==> src/rtl/mem_port_arbiter.sv <==
// mem_port_arbiter
//   Shares one single-port program/data RAM between three requesters:
//   debug/loader, CPU data port (MEM stage) and CPU instruction fetch
//   (IF stage). Fixed priority dbg > data > fetch. A fetch that has been
//   denied MAX_STALL consecutive cycles is promoted above data. A lock mode
//   parks the core (cpu_hold) so the loader owns the RAM exclusively.
//
//   Ports
//     clk, rst                 clock, synchronous active-high reset
//     dbg_lock                 request exclusive RAM ownership for debug
//     dbg_req/we/be/addr/wdata debug access request (read or byte write)
//     dbg_gnt/rvalid/rdata     debug grant, read data valid, read data
//     d_req/we/be/addr/wdata   CPU data-port request
//     d_gnt/rvalid/rdata       CPU data-port grant, read response
//     i_req/addr               CPU fetch request (read only)
//     i_gnt/rvalid/rdata       CPU fetch grant, instruction response
//     cpu_hold                 high while LOCKED; the core must freeze
//     mem_en/we/addr/wdata     RAM access (addr is the word index)
//     mem_rdata                RAM read data, one cycle after a read
//     fetch_stalls             saturating count of cycles with i_req && !i_gnt
//
//   Handshake: a requester holds req (and its address/data) until it sees
//   gnt in the same cycle; gnt is combinational from req and means the
//   access happens this cycle. A granted read answers with a one-cycle
//   rvalid pulse and rdata exactly one cycle later; writes never answer.
//   The debug FSM state is visible directly on cpu_hold (1 = LOCKED).
module mem_port_arbiter #(
    parameter int AW        = 16,
    parameter int MAX_STALL = 4,
    parameter int CW        = 16
) (
    input  logic          clk,
    input  logic          rst,
    input  logic          dbg_lock,
    input  logic          dbg_req,
    input  logic          dbg_we,
    input  logic [3:0]    dbg_be,
    input  logic [AW-1:0] dbg_addr,
    input  logic [31:0]   dbg_wdata,
    output logic          dbg_gnt,
    output logic          dbg_rvalid,
    output logic [31:0]   dbg_rdata,
    input  logic          d_req,
    input  logic          d_we,
    input  logic [3:0]    d_be,
    input  logic [AW-1:0] d_addr,
    input  logic [31:0]   d_wdata,
    output logic          d_gnt,
    output logic          d_rvalid,
    output logic [31:0]   d_rdata,
    input  logic          i_req,
    input  logic [AW-1:0] i_addr,
    output logic          i_gnt,
    output logic          i_rvalid,
    output logic [31:0]   i_rdata,
    output logic          cpu_hold,
    output logic          mem_en,
    output logic [3:0]    mem_we,
    output logic [AW-3:0] mem_addr,
    output logic [31:0]   mem_wdata,
    input  logic [31:0]   mem_rdata,
    output logic [CW-1:0] fetch_stalls
);

    localparam int SW = $clog2(MAX_STALL + 1);
    localparam logic [SW-1:0] STALL_LIM = SW'(MAX_STALL);

    typedef enum logic {ST_RUN, ST_LOCKED} state_t;
    typedef enum logic [1:0] {OWN_NONE, OWN_DBG, OWN_D, OWN_I} owner_t;

    state_t        state, state_next;
    owner_t        rd_owner, rd_owner_next;
    logic [SW-1:0] starve_cnt;
    logic          fetch_boost;

    // Byte lanes within a word are the requester's business.
    logic unused_addr_lsbs;
    assign unused_addr_lsbs = ^{dbg_addr[1:0], d_addr[1:0], i_addr[1:0]};

    assign fetch_boost = (starve_cnt == STALL_LIM);
    assign cpu_hold    = (state == ST_LOCKED);

    // Lock follows dbg_lock one cycle later in both directions.
    always_comb begin
        state_next = state;
        case (state)
            ST_RUN:    if (dbg_lock)  state_next = ST_LOCKED;
            ST_LOCKED: if (!dbg_lock) state_next = ST_RUN;
            default:   state_next = ST_RUN;
        endcase
    end

    // Grant selection. Debug wins in both states; the CPU ports only
    // compete while RUN, with fetch promoted over data once starved.
    always_comb begin
        dbg_gnt = 1'b0;
        d_gnt   = 1'b0;
        i_gnt   = 1'b0;
        if (!rst) begin
            if (dbg_req) begin
                dbg_gnt = 1'b1;
            end else if (state == ST_RUN) begin
                if (fetch_boost && i_req) i_gnt = 1'b1;
                else if (d_req)           d_gnt = 1'b1;
                else if (i_req)           i_gnt = 1'b1;
            end
        end
    end

    // RAM port mux driven by the single granted requester.
    always_comb begin
        mem_we        = 4'b0000;
        mem_addr      = '0;
        mem_wdata     = '0;
        rd_owner_next = OWN_NONE;
        if (dbg_gnt) begin
            mem_addr  = dbg_addr[AW-1:2];
            mem_wdata = dbg_wdata;
            if (dbg_we) mem_we = dbg_be;
            else        rd_owner_next = OWN_DBG;
        end else if (d_gnt) begin
            mem_addr  = d_addr[AW-1:2];
            mem_wdata = d_wdata;
            if (d_we) mem_we = d_be;
            else      rd_owner_next = OWN_D;
        end else if (i_gnt) begin
            mem_addr      = i_addr[AW-1:2];
            rd_owner_next = OWN_I;
        end
    end

    assign mem_en = dbg_gnt | d_gnt | i_gnt;

    always_ff @(posedge clk) begin
        if (rst) begin
            state        <= ST_RUN;
            rd_owner     <= OWN_NONE;
            starve_cnt   <= '0;
            fetch_stalls <= '0;
        end else begin
            state    <= state_next;
            rd_owner <= rd_owner_next;
            // Starvation only accrues while the core is running.
            if (!i_req || i_gnt)
                starve_cnt <= '0;
            else if (state == ST_RUN && starve_cnt != STALL_LIM)
                starve_cnt <= starve_cnt + 1'b1;
            if (i_req && !i_gnt && fetch_stalls != '1)
                fetch_stalls <= fetch_stalls + 1'b1;
        end
    end

    // Responses are gated by rst so a reset landing in the response cycle
    // swallows the outstanding read.
    assign dbg_rvalid = !rst && (rd_owner == OWN_DBG);
    assign d_rvalid   = !rst && (rd_owner == OWN_D);
    assign i_rvalid   = !rst && (rd_owner == OWN_I);
    assign dbg_rdata  = dbg_rvalid ? mem_rdata : 32'h0;
    assign d_rdata    = d_rvalid   ? mem_rdata : 32'h0;
    assign i_rdata    = i_rvalid   ? mem_rdata : 32'h0;

endmodule

==> config.mk <==
export PLATFORM = sky130hd
export DESIGN_NAME = mem_port_arbiter
export DESIGN_NICKNAME = d
export VERILOG_FILES = /design/src/rtl/mem_port_arbiter.sv
export SDC_FILE = /design/constraint.sdc
export NUM_CORES = 1
export LEC_CHECK = 0
export ABC_AREA = 1
export BUFFER_PORTS_ARGS = -buffer_cell sky130_fd_sc_hd__buf_2
export CELL_PAD_IN_SITES_DETAIL_PLACEMENT = 0
export CELL_PAD_IN_SITES_GLOBAL_PLACEMENT = 1
export CORE_MARGIN = 5
export CORE_UTILIZATION = 16
export DETAILED_ROUTE_END_ITERATION = 7
export GPL_TIMING_DRIVEN = 0
export PLACE_DENSITY_LB_ADDON = 0.1
export SETUP_SLACK_MARGIN = 0.2
export SLEW_MARGIN = 20
export SYNTH_ARGS = -nofsm -noshare
export SYNTH_HDL_FRONTEND = slang
export SYNTH_SLANG_ARGS = --single-unit
==> constraint.sdc <==
create_clock -name clk -period 1.9 [get_ports clk]
set_clock_uncertainty 0.15 [all_clocks]
set_input_delay 0.285 -clock clk [delete_from_list [all_inputs] [get_ports clk]]
set_output_delay 0.285 -clock clk [all_outputs]
set_load 0.005 [all_outputs]
==> results of run 1 <==
cells in the mapped netlist:
library cell	number	area [µm²]
nor3_1	3	15.0
buf_2	5	25.0
buf_6	1	11.3
dfxtp_1	22	440
clkbuf_1	16	60.1
a22o_1	32	280
xor2_1	5	43.8
buf_1	1	3.75
a22oi_1	14	105
xnor2_1	3	26.3
inv_1	60	225
o21ai_0	7	35.0
nand3b_1	1	7.51
nand2_2	1	6.26
nand3_1	17	85.1
nand2_1	99	372
nor3_2	1	10.0
nor2_4	2	22.5
nand4_1	5	31.3
nor2_1	121	454
buf_4	1	7.51
a21oi_1	17	85.1
nor2_2	1	6.26
nand2_4	1	11.3
ha_1	3	37.5
inv_2	1	3.75
metrics by stage:
stage,util,hold WS (ns),setup slack [ns],area [µm²]
after global routing,0.410,0.103,-0.329,6010
after global placement,0.293,0.310,-0.447,4290
after detailed placement,0.293,0.319,-0.490,4290
after floorplan,-,0.242,0.187,2450
after CTS,0.359,0.0714,-0.230,5260
final,0.410,0.0751,-0.268,6010
where the power goes:
part	switching, mW	internal (mW)	total [mW]
clock network	0.185	0.322	0.507
registers	0.0132	0.472	0.485
logic	0.377	0.376	0.753
total	0.575	1.17	1.75
placed cells by master (no fill, tap or decap), types with 6 or more instances in the layout:
cell type / Yosys / routed
buf_2: 5 / 298
nand2_1: 99 / 94
nor2_4: 2 / 61
inv_1: 60 / 51
buf_6: 1 / 44
nor2_1: 121 / 34
a22o_1: 32 / 32
nor2_2: 1 / 29
buf_8: 0 / 18
a21oi_1: 17 / 17
a22oi_2: 0 / 13
dfxtp_2: 0 / 12
nand3_1: 17 / 11
buf_4: 1 / 10
clkbuf_16: 0 / 9
dfxtp_1: 22 / 8
o21ai_0: 7 / 7
nand3_2: 0 / 6
logic make-up (layout without fill, tap and decap cells):
family / after synthesis / count (layout) / share of synthesized area
and+or+nand+nor: 252 / 252 / 0.423
buffers and inverters: 85 / 452 / 0.140
AOI/OAI and AO/OA: 70 / 70 / 0.210
DFF: 22 / 22 / 0.183
xor gates and xnor gates: 8 / 8 / 0.0291
adders and majority gates: 3 / 3 / 0.0156
other: 0 / 1 / 0
path summary, 6_finish.rpt:
path / start / endpoint / slack [ns] / depth (start not counted)
max: starve_cnt[0] / mem_wdata[4] / -0.27 / 9
min: dbg_lock / cpu_hold / 0.08 / 3
max reg2reg: starve_cnt[0] / fetch_stalls[6] / 0.14 / 9
min reg2reg: fetch_stalls[7] / fetch_stalls[7] / 0.35 / 2
final cells by class:
| class | instances | area [µm²] |
|---|---|---|
| antenna | 1 | 2.50 |
| buffer | 24 | 338 |
| clock buffer | 4 | 88.8 |
| fill | 1498 | 8640 |
| inverter | 61 | 251 |
| multi-input combinational | 333 | 2330 |
| sequential | 22 | 463 |
| tap | 184 | 230 |
| timing repair buffer | 363 | 2300 |
flip-flops by register name, summed over array words and instances (netlist names):
| signal | count |
|---|---|
| fetch_stalls | 16 |
| starve_cnt | 3 |
| cpu_hold | 1 |
| rd_owner | 2 |
worst max-delay path, stage by stage, from the launching register on:
cell and delay, ns:
dfxtp_2 0.33, inv_2 0.05, ha_4 0.16, nand2_4 0.07, nor2_4 0.04, nor3_4 0.21
buf_6 0.20, clkbuf_16 0.16, a22o_1 0.13, buf_2 0.12
repair_timing:
item                       in CTS  in global routing
setup endpoints to repair     167                167
pin swaps                      14                 13
gates cloned                    9                  5
buffers inserted               21                  5
hold endpoints to repair        0                  0
gates resized for setup       152                172
metal layers:
metal / up-vias / track usage
met1: 1977 / 0.181
met4: 6 / 0.0381
li1: 2139 / -
met3: 28 / 0.0516
met5: - / 0
met2: 206 / 0.344
==> results.cfg, run 1 <==
[timing]
tns_ns = -11.57
slew_violations = 0
rsz0062_at_grt = true
hold_viol = 0
fmax_mhz = 461
setup_viol = 58
setup_slack_ns = -0.268
tightestPinTransition_ns = 0.565
period_needed_ns = 2.17
period_share = 1.14
relSlewSlack = 0.623

[clocking]
cts_hold_buf = 0
h-tree-depth = 1
cts_tree = yes
clock-sinks = 22
clkSlewWorstSetupHoldPaths_ns = 0.06
numCtsBuffers = 3
cts_max_path_buffers = 2
clkLatencyLatePin_ns = 0.25
clock-root-buffer = clkbuf_16

[worst_setup_path]
critical_path_arrival_ns = 1.73
required_ns = 1.46
end_kind = output port
crit_type = reg2out
critical_path.startpoint_type = flip-flop
cp_max_fo = 7

[pwr]
peakVddDrop_mv = 0.383
power.leakage_nw = 3.21
power_mw = 1.75
powerDensity_nw_per_um2 = 291

[outcome]
status = finished with violations
violations = negative setup slack

[route]
maxUsedRoutingLayer = met5
drt_first_pass_iters = 4
wl_per_cell_um = 17.7
met1_length_um = 6490
vias = 4356
route.final.wire_length_um = 17600
vias_per_cell = 4.39
drt_iter0_markers = 175
antenna_left = 0
drc = 0
wl_met3_um = 1290
route.met2.wl_um = 9370

[synthesis]
synthesis.area_um2 = 2410
seq_area_frac_synth = 0.183
ys_seq_elements = 22
yosys_warnings = 0
syn_nets = 603
synthCells = 440
ys_types = 26
synth_area_per_cell_um2 = 5.48

[finish]
nNetsFinal = 971
syn_to_final_growth_pct = 149
drive_gt1_frac = 0.662
final_cells = 992

[die]
rows = 44
core_region_area_um2 = 14600
dieArea_um2 = 17600
ios = 330
fp.dieH_um = 133
die_w_um = 133
initial_core_util = 0.165

[min_path]
holdCritPathClass = in2reg

[grt]
grt_usage = 0.175
antenna_found_initial = 4
grt_pass1_wl_um = 24700
grt_max_degree = 13
grt.overflow.total = 0
grt_pass1_vias = 4371

[job]
maxCapViolCount = 0

[placed_design]
port_buffers = 323
place.gp.congestion = 0.886
dp.cells = 947
hpwl_um = 13800
Power figures use the tool's default switching activity.
==> inputs of run 2 (changes only) <==
ABC_AREA = default   (was 1)
CORE_UTILIZATION = 17   (was 16)
==> run 2 against run 1 <==
Net effect:
- the run ends with design-rule violations, negative setup slack left
- count of clock-buffer cells in the layout is 1 lower
- core utilization is 3.1 points higher
- first-iteration DRC count is 43% higher
- synthesized area is 2.6% lower
- routed wire length is 8.0% lower
- register-to-register slack worse by 0.24 ns
- global-route usage is 0.42 points lower
- sequential cell count stayed put
- clock power is 20% higher
- cell area is 0.85% higher
- maximum frequency is 7.9% lower
- die area is 7.7% lower
- largest cell class unchanged
==> results.cfg, run 2 <==
[worst_setup_path]
crit_slowest_cell = dfxtp_4
cp_max_fo = 10
critical_path.startpoint_type = flip-flop
cp.buffers_inverters = 5
critical_path_arrival_ns = 1.92
required_ns = 1.46
crit_type = reg2out
critPathTopFamily = buffers and inverters
critical_path.max_stage_delay_ns = 0.35
path_common_cell = buf_6
end_kind = output port
cp_cell_sequence = or3_4 > buf_6 > a311oi_4 > buf_6 > buf_8 > a222oi_1 > inv_1 > buf_2

[synthesis]
synthXorXnorAreaFrac = 0.0559
synth-simple-area-share = 0.377
synth-adder-area-share = 0.0160
synth_edf_count = 0
synth_most_common_cell = and2_1
synthCells = 308
ys_types = 38
yosys_warnings = 0
synth_ff_type = dfxtp_1
synth.area.mux_share = 0.00426
ys_top_cells_by_count = 97 x and2_1, 32 x a22o_1, 25 x inv_1
synth_compound_area_frac = 0.263
async_reset_ff_frac = 0
synth_top_cell_by_area = and2_1
netlist_top_cells_area = and2_1 26%, dfxtp_1 19%, a22o_1 12%, a222oi_1 6.0%, xnor2_1 5.6%
seq_area_frac_synth = 0.188
ys_seq_elements = 22
synth_top_area_share = 0.258
syn_nets = 471
synthesis.area_um2 = 2350
synth_top_family_by_area = simple AND/OR/NAND/NOR gates
synth_area_per_cell_um2 = 7.63

[clocking]
clkLatencyLatePin_ns = 0.26
numCtsBuffers = 3
cts_max_path_buffers = 2
clock-root-buffer = clkbuf_16
cts_tree = yes
clock-sinks = 22
h-tree-depth = 1
clkSlewWorstSetupHoldPaths_ns = 0.06

[pwr]
peakVddDrop_mv = 0.303
p_int_mw = 1.29
clockPowerShare = 0.341
comb_power_share = 0.388
seq_power_share = 0.271
p_sw_frac = 0.275
power_mw = 1.78
p_sw_mw = 0.490
powerDensity_nw_per_um2 = 293
power.leakage_nw = 3.13

[grt]
grt_pass1_vias = 3699
grt_max_degree = 14
busiest_layer = met2
met1_usage = 0.206
grt_pass1_wl_um = 22000
grt.overflow.total = 0
grt_util_met3 = 0.0318
antenna_found_initial = 0
grt_usage = 0.171
use_met2 = 0.314

[finish]
insertedDiodeCount = 0
largest_reg_flops = 16
fillers = 1368
final_cell_mix = 225 x buf_2, 128 x buf_6, 93 x and2_4
utilization = 0.442
reg.largest.list = fetch_stalls (16), starve_cnt (3), rd_owner (2)
top_register = fetch_stalls
syn_to_final_growth_pct = 158
final_common_cell = buf_2
nNetsFinal = 846
drive_gt1_frac = 0.771

[timing]
rsz0062_at_grt = true
setup_viol = 65
relSlewSlack = 0.636
slew_violations = 0
period_needed_ns = 2.35
setup_slack_ns = -0.455
whs_ns = 0.119
fmax_mhz = 425
tightestPinTransition_ns = 0.546
hold_viol = 0
period_share = 1.24

[placed_design]
place.gp.congestion = 0.890
port_buffers = 323
dp_slack_ns = -0.653
hpwl_um = 12500

[job]
maxCapViolCount = 0

[route]
vias = 3829
vias_per_cell = 4.44
antenna_left = 0
wl_per_cell_um = 18.8
drt_iter0_markers = 250
drt_first_pass_iters = 8
route.final.wire_length_um = 16200
drc = 4

[outcome]
status = finished with violations
violations = design-rule violations, negative setup slack

[die]
rows = 43
initial_core_util = 0.171
dieArea_um2 = 16300
fp.dieH_um = 128
core_region_area_um2 = 13700
ios = 330
die_w_um = 128

[min_path]
holdCritPathClass = in2reg
run 2: cell types whose count changed after synthesis, sizes merged, moves of 12 or more:
cell	delta
a22oi	-14
a222oi	+14
and2	+97
nand3	-14
xnor2	+12
nand2	-97
inv	-36
nor2	-106
run 2: layer usage:
layer	wire length (µm)	vias to the layer above
met5	0	-
met4	302	0
met3	1250	20
met2	8630	165
met1	6000	1803
li1	-	1841
run 2: final timing paths:
path	from	endpoint	slack (ns)	depth (start not counted)
worst min register to register	fetch_stalls[9]	fetch_stalls[9]	0.35	2
worst max register to register	cpu_hold	fetch_stalls[15]	-0.10	9
worst min-delay path	dbg_lock	cpu_hold	0.12	2
worst max-delay path	cpu_hold	mem_addr[5]	-0.45	8
run 2: power by group through the flow:
stage | registers [mW] | logic [mW] | clock network [mW]
after floorplan | 0.490 | 0.190 | 0
after global placement | 0.491 | 0.512 | 0
after detailed placement | 0.492 | 0.515 | 0
after CTS | 0.482 | 0.619 | 0.619
after global routing | 0.483 | 0.744 | 0.630
final | 0.481 | 0.689 | 0.607
run 2: per-stage QoR:
stage               TNS [ns]  std cells  cell area [µm²]
detailed placement    -48.59        811             4240
CTS                   -24.80        849             5280
global route          -27.19        862             6060
finish                -21.07        862             6060
floorplan              -2.72        308             2400
global placement      -44.16        811             4240
run 2: cell families (layout without fill, tap and decap cells):
logic type,Yosys count,after routing
xor+xnor,15,15
flops,22,22
buf+inv,49,423
simple gates,148,148
compound gates,70,70
mux,1,1
fa+ha+maj,3,3
run 2: what timing repair did:
item | CTS | global route
setup buffers | 24 | 10
cloned | 10 | 3
setup endpoints to repair | 171 | 173
gates resized for setup | 160 | 163
hold buffers | 0 | 0
pin swaps | 66 | 61
run 2: area by class of cell:
class	count	area (µm²)	area share
Timing Repair Buffer	370	2790	0.460
Multi-Input combinational cell	237	2140	0.353
Sequential cell	22	453	0.0748
Buffer	24	254	0.0419
Tap cell	180	225	0.0372
Inverter	25	93.8	0.0155
Clock buffer	3	75.1	0.0124
Clock inverter	1	30.0	0.00496
run 2: worst reg2reg max path, stage by stage, from the launching register on:
cell     delay (ns)
dfxtp_4        0.35
or3_4          0.32
buf_6          0.13
buf_6          0.12
buf_6          0.13
o21ai_4        0.31
buf_6          0.16
nor4_4         0.03
xnor2_1        0.12
nor2_1         0.05
